**src/rtl/pwm_code_rx.sv**
```systemverilog
// Pulse-width code receiver: sync pulse, CODE_WIDTH PWM bits MSB first, stop edge.
// Optional input glitch filter enabled by defining PWM_RX_DEGLITCH_EN.
module pwm_code_rx #(
  parameter int unsigned CODE_WIDTH    = 26,
  parameter int unsigned DATA_PERIOD   = 20,
  parameter int unsigned MARGIN        = 2,
  parameter int unsigned STOP_TIMEOUT  = 64,
  parameter int unsigned GLITCH_CYCLES = 3
) (
  input  logic                  clk_in,
  input  logic                  rst_in,
  input  logic                  data_in,
  output logic [CODE_WIDTH-1:0] code_out,
  output logic                  code_valid_out,
  input  logic                  code_ready_in,
  output logic                  err_out,
  output logic [2:0]            err_code_out,
  output logic [2:0]            state_out,
  output logic [15:0]           frames_ok_out
);

  localparam int unsigned HalfP  = DATA_PERIOD / 2;
  localparam int unsigned QuarP  = DATA_PERIOD / 4;
  localparam int unsigned ThreeQ = 3 * QuarP;
  localparam int unsigned MaxLen = (STOP_TIMEOUT > ThreeQ + MARGIN) ? STOP_TIMEOUT
                                                                    : ThreeQ + MARGIN;
  localparam int unsigned CntW   = $clog2(MaxLen + 2);
  localparam int unsigned IdxW   = (CODE_WIDTH > 1) ? $clog2(CODE_WIDTH) : 1;

  localparam logic [CntW-1:0] HLo     = CntW'(HalfP - MARGIN);
  localparam logic [CntW-1:0] HHi     = CntW'(HalfP + MARGIN);
  localparam logic [CntW-1:0] QLo     = CntW'(QuarP - MARGIN);
  localparam logic [CntW-1:0] QHi     = CntW'(QuarP + MARGIN);
  localparam logic [CntW-1:0] TLo     = CntW'(ThreeQ - MARGIN);
  localparam logic [CntW-1:0] THi     = CntW'(ThreeQ + MARGIN);
  localparam logic [CntW-1:0] StopMax = CntW'(STOP_TIMEOUT);
  localparam logic [CntW-1:0] CntOne  = CntW'(1);
  localparam logic [IdxW-1:0] IdxTop  = IdxW'(CODE_WIDTH - 1);

  typedef enum logic [2:0] {
    StIdle   = 3'd0,
    StSyncLo = 3'd1,
    StSyncHi = 3'd2,
    StBitLo  = 3'd3,
    StBitHi0 = 3'd4,
    StBitHi1 = 3'd5,
    StStop   = 3'd6
  } state_e;

  function automatic logic in_win(input logic [CntW-1:0] c, input logic [CntW-1:0] lo,
                                  input logic [CntW-1:0] hi);
    return (c >= lo) && (c <= hi);
  endfunction

  // Synchroniser resets to the idle-high line level so reset never looks like a sync edge.
  logic sync1_q, sync2_q, line;

  always_ff @(posedge clk_in) begin
    if (rst_in) begin
      sync1_q <= 1'b1;
      sync2_q <= 1'b1;
    end else begin
      sync1_q <= data_in;
      sync2_q <= sync1_q;
    end
  end

`ifdef PWM_RX_DEGLITCH_EN
  localparam int unsigned GlW = $clog2(GLITCH_CYCLES + 1);
  logic           filt_q, filt_d;
  logic [GlW-1:0] gl_cnt_q, gl_cnt_d;

  always_comb begin
    filt_d   = filt_q;
    gl_cnt_d = '0;
    if (sync2_q != filt_q) begin
      if (gl_cnt_q == GlW'(GLITCH_CYCLES - 1)) filt_d = sync2_q;
      else gl_cnt_d = gl_cnt_q + GlW'(1);
    end
  end

  always_ff @(posedge clk_in) begin
    if (rst_in) begin
      filt_q   <= 1'b1;
      gl_cnt_q <= '0;
    end else begin
      filt_q   <= filt_d;
      gl_cnt_q <= gl_cnt_d;
    end
  end

  assign line = filt_q;
`else
  logic unused_glitch;
  assign unused_glitch = ^GLITCH_CYCLES;
  assign line = sync2_q;
`endif

  state_e                state_q, state_d;
  logic [CntW-1:0]       cnt_q, cnt_d;
  logic [IdxW-1:0]       idx_q, idx_d;
  logic [CODE_WIDTH-1:0] shift_q, shift_d, code_q, code_d;
  logic                  valid_q, valid_d, err_q, err_d;
  logic [2:0]            err_code_q, err_code_d;
  logic [15:0]           frames_q, frames_d;
  logic                  done, fail, bit_done, bit_val;
  logic [2:0]            fail_code;

  always_comb begin
    state_d    = state_q;
    cnt_d      = cnt_q;
    idx_d      = idx_q;
    shift_d    = shift_q;
    code_d     = code_q;
    valid_d    = valid_q;
    err_d      = 1'b0;
    err_code_d = err_code_q;
    frames_d   = frames_q;
    done       = 1'b0;
    fail       = 1'b0;
    fail_code  = 3'd0;
    bit_done   = 1'b0;
    bit_val    = 1'b0;

    if (valid_q && code_ready_in) valid_d = 1'b0;

    unique case (state_q)
      StIdle: begin
        if (!line) begin
          state_d = StSyncLo;
          cnt_d   = CntOne;
          idx_d   = IdxTop;
          shift_d = '0;
        end
      end
      StSyncLo: begin
        if (line) begin
          if (in_win(cnt_q, HLo, HHi)) begin
            state_d = StSyncHi;
            cnt_d   = CntOne;
          end else begin
            fail = 1'b1; fail_code = 3'd1;
          end
        end else if (cnt_q > HHi) begin
          fail = 1'b1; fail_code = 3'd1;
        end else begin
          cnt_d = cnt_q + CntOne;
        end
      end
      StSyncHi: begin
        if (!line) begin
          if (in_win(cnt_q, HLo, HHi)) begin
            state_d = StBitLo;
            cnt_d   = CntOne;
          end else begin
            fail = 1'b1; fail_code = 3'd2;
          end
        end else if (cnt_q > HHi) begin
          fail = 1'b1; fail_code = 3'd2;
        end else begin
          cnt_d = cnt_q + CntOne;
        end
      end
      StBitLo: begin
        if (line) begin
          cnt_d = CntOne;
          if (in_win(cnt_q, QLo, QHi)) state_d = StBitHi0;
          else if (in_win(cnt_q, TLo, THi)) state_d = StBitHi1;
          else begin
            fail = 1'b1; fail_code = 3'd3;
          end
        end else if (cnt_q > THi) begin
          fail = 1'b1; fail_code = 3'd3;
        end else begin
          cnt_d = cnt_q + CntOne;
        end
      end
      StBitHi0, StBitHi1: begin
        bit_val = (state_q == StBitHi1);
        if (!line) begin
          if (bit_val ? in_win(cnt_q, QLo, QHi) : in_win(cnt_q, TLo, THi)) bit_done = 1'b1;
          else begin
            fail = 1'b1; fail_code = 3'd4;
          end
        end else if (cnt_q > (bit_val ? QHi : THi)) begin
          fail = 1'b1; fail_code = 3'd4;
        end else begin
          cnt_d = cnt_q + CntOne;
        end
      end
      StStop: begin
        if (line) begin
          done    = 1'b1;
          state_d = StIdle;
          cnt_d   = '0;
        end else if (cnt_q > StopMax) begin
          fail = 1'b1; fail_code = 3'd5;
        end else begin
          cnt_d = cnt_q + CntOne;
        end
      end
      default: state_d = StIdle;
    endcase

    if (bit_done) begin
      shift_d[idx_q] = bit_val;
      cnt_d          = CntOne;
      if (idx_q == '0) begin
        state_d = StStop;
      end else begin
        idx_d   = idx_q - IdxW'(1);
        state_d = StBitLo;
      end
    end

    if (fail) begin
      state_d    = StIdle;
      cnt_d      = '0;
      idx_d      = IdxTop;
      shift_d    = '0;
      err_d      = 1'b1;
      err_code_d = fail_code;
    end

    // A held code can be replaced in the same cycle the consumer takes it.
    if (done) begin
      if (!valid_q || code_ready_in) begin
        code_d  = shift_q;
        valid_d = 1'b1;
        if (frames_q != 16'hFFFF) frames_d = frames_q + 16'd1;
      end else begin
        err_d      = 1'b1;
        err_code_d = 3'd6;
      end
    end
  end

  always_ff @(posedge clk_in) begin
    if (rst_in) begin
      state_q    <= StIdle;
      cnt_q      <= '0;
      idx_q      <= IdxTop;
      shift_q    <= '0;
      code_q     <= '0;
      valid_q    <= 1'b0;
      err_q      <= 1'b0;
      err_code_q <= 3'd0;
      frames_q   <= 16'd0;
    end else begin
      state_q    <= state_d;
      cnt_q      <= cnt_d;
      idx_q      <= idx_d;
      shift_q    <= shift_d;
      code_q     <= code_d;
      valid_q    <= valid_d;
      err_q      <= err_d;
      err_code_q <= err_code_d;
      frames_q   <= frames_d;
    end
  end

  assign code_out       = code_q;
  assign code_valid_out = valid_q;
  assign err_out        = err_q;
  assign err_code_out   = err_code_q;
  assign state_out      = state_q;
  assign frames_ok_out  = frames_q;

endmodule

```
**config.mk**
```make
export PLATFORM = sky130hd
export DESIGN_NAME = pwm_code_rx
export DESIGN_NICKNAME = d
export VERILOG_FILES = /design/src/rtl/pwm_code_rx.sv
export SDC_FILE = /design/constraint.sdc
export NUM_CORES = 1
export LEC_CHECK = 0
export CORE_MARGIN = 10
export CORE_UTILIZATION = 51
export CTS_BUF_LIST = sky130_fd_sc_hd__clkbuf_16
export CTS_CLUSTER_DIAMETER = 60
export DETAILED_ROUTE_END_ITERATION = 10
export GPL_TIMING_DRIVEN = 0
export PLACE_DENSITY = 0.84
export SETUP_SLACK_MARGIN = 0.15
export SLEW_MARGIN = 20
export SYNTH_ARGS = -nofsm -noshare
export SYNTH_HDL_FRONTEND = slang
export SYNTH_SLANG_ARGS = --single-unit
```
**constraint.sdc**
```tcl
create_clock -name clk_in -period 3.1 [get_ports clk_in]
set_input_delay 0.62 -clock clk_in [delete_from_list [all_inputs] [get_ports clk_in]]
set_output_delay 0.62 -clock clk_in [all_outputs]
set_load 0.05 [all_outputs]
```
==> metrics.md, run 1 <==
| Metric | Value |
|---|---|
| Fraction of the mapped netlist area in adder cells | about 2.9% |
| Mapped Nets | about 600 |
| Port bufs | 53 |
| Unrepaired setup endpoints after global routing | yes |
| Yosys top cell area share | between 30% and 40% |
| Mapped Cells | slightly below 600 |
| Ys flop type | dfxtp_1 |
| Post-synthesis compound-gate area fraction | about a quarter |
| Netlist cell types | ~70 |
| DR vias/cell | 6.25 |
| Synth cell count leaders | dfxtp_1 (90), nand2_1 (78), a21oi_1 (66) |
| MaxCap Viol Count | 0 |
| Min cycle time layout | 2.90 ns |
| CP max stage cell | or4_4 |
| CP Capture Type | flop |
| Post-route antenna net violation count | 0 |
| Upper clock frequency limit | around 0.34 GHz |
| Initial DRC Count | approximately 370 |
| Total Wirelength | 14,500 um |
| Fraction of registers with async set/reset | 0% |
| Largest family of logic cells by synthesized area | simple AND/OR/NAND/NOR gates |
| Leading area contributor after synthesis | dfxtp_1 |
| Setup TNS | 0 ns |
| Min-Delay Endpoint | line |
| CTS root buf | clkbuf_16 |
| Crit path launch | state_out[2] |
| Final hold vios | 0 |
| Sequential share of the synthesized area | about two fifths |
| RD Place Congestion | between 0.9 and 1 |
| Final Cycle Share | 93.5% |
| Largest net degree at the start of global routing | 19 |
| Xor/xnor share of the synthesized area | 2.78% |
| Worst r2r src | state_out[2] |
| Crit path max-delay family | simple AND/OR/NAND/NOR gates |
| Drt pass-1 iters | 6 |
| DP Area | around 5400 sq um |
| Antenna violations before repair | 0 |
| HP Start | sync1_q |
| Worst-path clk slew | 0.07 ns |
| Critical-path cell list | clkbuf_2 > clkbuf_2 > nand2_4 > clkbuf_16 > ha_1 > a211o_1 > a211o_1 > nand2_1 > nand3_1 > or4_4 > a211oi_2 |
| DR WL/cell | between 15 and 20 um |
| Final Slew Violations | 0 |
| Simple-Gate Fraction of Synth Area | between 20% and 30% |
| FILL cells | roughly 750 |
| I/O Pins | 54 |
| Final HPWL DP | between 10,000 and 15,000 um |
| Mux share of post-synthesis cell area | less than 1% |
| Post-CTS Hold Buffers | 0 |
| Worst R2R End | cnt_q[6] |
| CTS tree | done |
| GRT overflow | 0 |
| CP Buf/Inv Count | 3 |
| Maximum buffer depth of the clock tree | 2 |
| Worst R2R Setup Slack | roughly 0.20 ns |
| Starting Density | 51.8% |
| Slew @ Worst Pin | 0.737 ns |
| PD cells | roughly 440 nW/um^2 |
| Multi-input logic area | 2760 sq um |
| First-pass GRT wire length | approximately 23,000 um |
| Cell row count | 35 |
| Slew margin rel. | between 50% and 60% |
| Clk_skew | 0.0108 ns |
| Utilization after layout | between 60% and 70% |
| Crit path kind | flop to flop |
| Hold path cells | 1 |
| Diodes inserted | 0 |
| Vias in the first global route | approximately 4,600 |
| R2r worst-path depth | 11 |
| Mapped Area | ~4700 sq um |
| Htree depth | 3 |
| Global-route usage over all layers | about a fifth |
| Routed via count | between 4,000 and 5,000 |
| Required time of the worst setup path | between 3 and 4 ns |
| Peak supply drop | approximately 260 uV |
| Synth Warn # | 0 |
| Most frequent cell after synthesis | dfxtp_1 |
| DRC | 0 |
| Core area | 9110 sq um |
| Crit path DAT | ~3.2 ns |
| Die area | around 13,000 sq um |
| Ranking of synthesized cells by area | dfxtp_1 (38%), a21oi_1 (7.0%), nand2_1 (6.2%) |
| Critical Path Fanout Max | 10 |
| Fin area | between 5000 and 6000 sq um |
| Sequential cell area | approximately 1800 sq um |
| CTS Buf Count | 9 |
| Clk_lat worst skew | 0.35 ns |
| Power Total | roughly 2600 uW |
| Hold Path Class | flop to flop |
| Share of cells above drive strength 1 | between 10 and 15% |
| Slowest Stage Delay on Critical Path | 0.46 ns |
| P_leak | between 0.002 and 0.0025 uW |
| DIE WIDTH | approximately 120 um |
| Final setup vio count | 0 |
| CTS sink count | 90 |
| Chip Height | ~120 um |
| Post-synth EDFFs | 0 |
| Worst Setup Start Kind | flop |
| Layout Nets | 672 |
| Status | finished, final reports clean |
| Average cell area after synthesis | 8.11 sq um |
| Area Growth Syn to Fin | 26.1% |
| Register bit total from synthesis | 90 |
-- routing by layer --
| layer | up-vias | GRT usage (%) | share of wire [%] |
|---|---|---|---|
| met5 | - | 0 | 0 |
| met4 | 0 | 9.84 | 3.7 |
| met3 | 40 | 3.49 | 5.4 |
| met2 | 193 | 37.5 | 51 |
| met1 | 2311 | 25.0 | 40 |
| li1 | 2287 | - | - |
-- power by group --
group | internal [uW] | total, uW | switching (uW)
Clock | 652 | 1170 | 517
Sequential | 1160 | 1170 | 11.0
Combinational | 92.6 | 260 | 167
Total | 1910 | 2600 | 696
-- cell usage in the layout, fill, tap and decap left out, types with 6 or more instances in the layout --
cell,n
clkdlybuf4s50_1,53
nand2_1,77
a211oi_1,6
inv_1,11
nand2b_1,10
xor2_1,9
ha_1,11
xnor2_1,6
buf_2,10
nor3_1,13
clkbuf_1,22
nand4_1,9
and3_1,7
nand3_1,16
buf_4,12
dfxtp_1,87
o21ai_0,10
nor2_1,35
or3_1,26
nand3b_1,6
a21oi_1,65
o211ai_1,30
clkbuf_16,10
-- flip-flops by register name, indices dropped and copies added (netlist names), 3 cells and up --
name	flops
err_code_out	3
frames_ok_out	16
state_out	3
idx_q	5
code_out	26
cnt_q	7
shift_q	26
-- worst max path at each step --
stage,endpoint,slack [ns],depth (start not counted)
after detailed placement,state_out[1],-0.19,13
after CTS,cnt_q[4],0.18,13
after global placement,state_out[1],-0.16,13
after global routing,cnt_q[4],0.11,12
final,cnt_q[6],0.20,11
after floorplan,cnt_q[6],0.18,12
-- cells by family (layout without fill, tap and decap cells) --
kind of cell,count (synthesis),count (layout)
fa+ha+maj,11,11
flops,90,90
xor+xnor,15,15
buf+inv,57,136
simple gates,237,238
compound gates,169,169
mux,3,3
-- cell type report --
type | instances | area share, %
Sequential cell | 90 | 30.4
Clock inverter | 7 | 1.64
Buffer | 46 | 4.46
Tap cell | 111 | 2.33
Timing Repair Buffer | 63 | 10.4
Clock buffer | 9 | 3.78
Inverter | 11 | 0.694
Multi-Input combinational cell | 436 | 46.3
-- metrics by stage --
stage | hold slack, ns | worst slack, ns | instances
floorplan | 0.389 | 0.179 | 582
global placement | 0.399 | -0.160 | 746
detailed placement | 0.405 | -0.192 | 746
CTS | 0.416 | 0.176 | 766
global route | 0.431 | 0.105 | 773
finish | 0.413 | 0.200 | 773
-- repair_timing --
item / in CTS / in global routing
gates cloned: 1 / 0
pin swaps: 1 / 4
endpoints found under the setup margin: 41 / 34
buffers inserted: 3 / 7
gates resized for setup: 19 / 10
(Power assumes the default switching activity.)
==> run 2, diff against run 1 <==
CORE_UTILIZATION = 54   (was 51)
GPL_ROUTABILITY_DRIVEN = 0   (was default)
PLACE_DENSITY = 0.85   (was 0.84)
clock period = 3.7 ns   (was 3.1 ns; I/O delays follow)
==> metrics.md, run 2 (synthesis gave the netlist of run 1 again) <==
| Metric | Value |
|---|---|
| Total Wirelength | 13,400 um (-7.3%) |
| DRC | 0 (unchanged) |
| DIE WIDTH | 113 um (-2.3%) |
| Crit path DAT | 3.60 ns (+0.44 ns) |
| Status | finished, final reports clean |
| Post-route antenna net violation count | 0 (unchanged) |
| Clk_skew | 0.00958 ns (-0.00119 ns) |
| FILL cells | 710 (-5.1%) |
| First-pass GRT wire length | 21,800 um (-6.7%) |
| Maximum buffer depth of the clock tree | 2 (unchanged) |
| Unrepaired setup endpoints after global routing | no |
| I/O Pins | 54 (unchanged) |
| Core area | 8590 sq um (-5.7%) |
| Worst R2R Setup Slack | 0.31 ns (+0.11 ns) |
| Starting Density | 54.9% (+3.1 points) |
| Slew margin rel. | 52.1% (+1.5 points) |
| Post-Layout Cell Count | 758 (-1.9%) |
| Cell row count | 34 (-2.9%) |
| Diodes inserted | 0 (unchanged) |
| DR WL/cell | 17.7 um (-5.4%) |
| CTS sink count | 90 (unchanged) |
| CTS tree | done |
| Die area | 12,900 sq um (-4.6%) |
| MaxCap Viol Count | 0 (unchanged) |
| Final Cycle Share | 91.6% (-1.9 points) |
| Drt pass-1 iters | 5 (-1) |
| Clk_lat worst skew | 0.34 ns (about the same) |
| Crit path kind | flop to flop |
| PD cells | 373 nW/um^2 (-15%) |
| Required time of the worst setup path | 3.91 ns (+0.55 ns) |
| Commonest non-fill, non-tap cell in the layout | dfxtp_1 |
| Sequential cell area | 1800 sq um (-0.48%) |
| Critical-path cell list | buf_4 > nor2b_2 > nand2_2 > clkbuf_2 > ha_1 > a211o_1 > a211o_1 > nand2_1 > and3_1 > clkbuf_2 > nand3b_1 > a2111oi_1 |
| Share of cells above drive strength 1 | 8.92% (-3.5 points) |
| GRT overflow | 0 (unchanged) |
| Layout Nets | 660 (-1.8%) |
| Routed via count | 4,723 (-2.2%) |
| Final hold vios | 0 (unchanged) |
| Htree depth | 3 (unchanged) |
| Placed insts | 743 (-0.40%) |
| Antenna violations before repair | 0 (unchanged) |
| Port bufs | 53 (unchanged) |
| CTS root buf | clkbuf_16 |
| Final setup vio count | 0 (unchanged) |
| Worst-path clk slew | 0.07 ns (about the same) |
| Setup TNS | 0 ns (unchanged) |
| DR vias/cell | 6.23 (-0.30%) |
| Global-route usage over all layers | 20.1% (-1.3 points) |
| Most frequent cells in the layout | dfxtp_1 (90), nand2_1 (77), a21oi_1 (66), clkdlybuf4s50_1 (53), nor2_1 (35) |
| CP max stage cell | dfxtp_1 |
| Hold Path Class | flop to flop |
| CP Capture Type | flop |
| Peak supply drop | 214 uV (-18%) |
| Min cycle time layout | 3.39 ns (+0.490 ns) |
| Worst Setup Start Kind | flop |
| CTS Buf Count | 9 (unchanged) |
| Initial DRC Count | 400 (+7.8%) |
| Setup Fix Bufs, Post-CTS | 0 (-3) |
| Slew @ Worst Pin | 0.715 ns (-0.0223 ns) |
| Largest net degree at the start of global routing | 20 (+1) |
| Final Slew Violations | 0 (unchanged) |
| Upper clock frequency limit | 0.295 GHz (-14%) |
| Chip Height | 113 um (-2.3%) |
| Fin area | 5700 sq um (-4.2%) |
| DP Area | 5380 sq um (-0.51%) |
| Multi-input logic area | 2680 sq um (-2.7%) |
| Area Growth Syn to Fin | 20.8% |
| Slowest Stage Delay on Critical Path | 0.46 ns (about the same) |
| Vias in the first global route | 4,437 (-3.7%) |
| Critical Path Fanout Max | 11 (+1) |
| P_leak | 0.00193 uW (-5.9%) |
| Final HPWL DP | 9590 um (-7.5%) |
## run 2: cell types whose count changed in the layout (fill, tap and decap cells not counted), sizes merged
cell,before,now
buf,29,16
clkbuf,36,38
clkinv,3,1
clkinvlp,0,2
nand3,19,18
## run 2: final cells by class
cell class,instances,area share (%)
Tap cell,108,2.37
Timing Repair Buffer,53,9.30
Multi-Input combinational cell,435,47.0
Clock buffer,9,3.95
Sequential cell,90,31.6
Inverter,11,0.724
Buffer,45,3.58
Clock inverter,7,1.45
## run 2: metal layers
layer  vias to the layer above  track usage [%]  part of all wire, %
met4                         0             9.64                  2.9
met3                        34             3.73                  7.0
met5                         -                0                    0
met2                       208             32.8                   48
met1                      2236             24.8                   42
li1                       2245                -                    -
## run 2: through the flow
stage	setup slack, ns	util [%]	total power (uW)	hold slack (ns)
after floorplan	0.211	-	1140	0.389
after global routing	0.183	66.4	2190	0.428
after detailed placement	-0.283	62.7	1190	0.397
final	0.310	66.4	2130	0.413
after CTS	0.196	66.3	2130	0.417
after global placement	-0.125	62.7	1190	0.399
## run 2: worst paths after layout
check | cells after the start | start | endpoint
setup reg to reg | 12 | state_out[0] | cnt_q[4]
setup / recovery | 12 | state_out[0] | cnt_q[4]
hold / removal | 1 | sync1_q | line
hold reg to reg | 1 | sync1_q | line
## run 2: worst max-delay path: cells and delay by family, from the launching register on
kind,cells,cell delay [ns]
AOI/OAI and AO/OA,3,0.99
and+or+nand+nor,5,0.79
adders and majority gates,1,0.32
DFF,1,0.46
buffers and inverters,3,0.70
## run 2: power breakdown
part / switching [uW] / internal, uW / total, uW
registers: 10.5 / 975 / 986
clock network: 413 / 534 / 947
logic: 131 / 62.2 / 193
total: 555 / 1570 / 2130
## run 2: timing repair
item	4_1_cts	5_1_grt
setup endpoints to repair	41	31
hold buffers	0	0
gates resized for setup	4	7
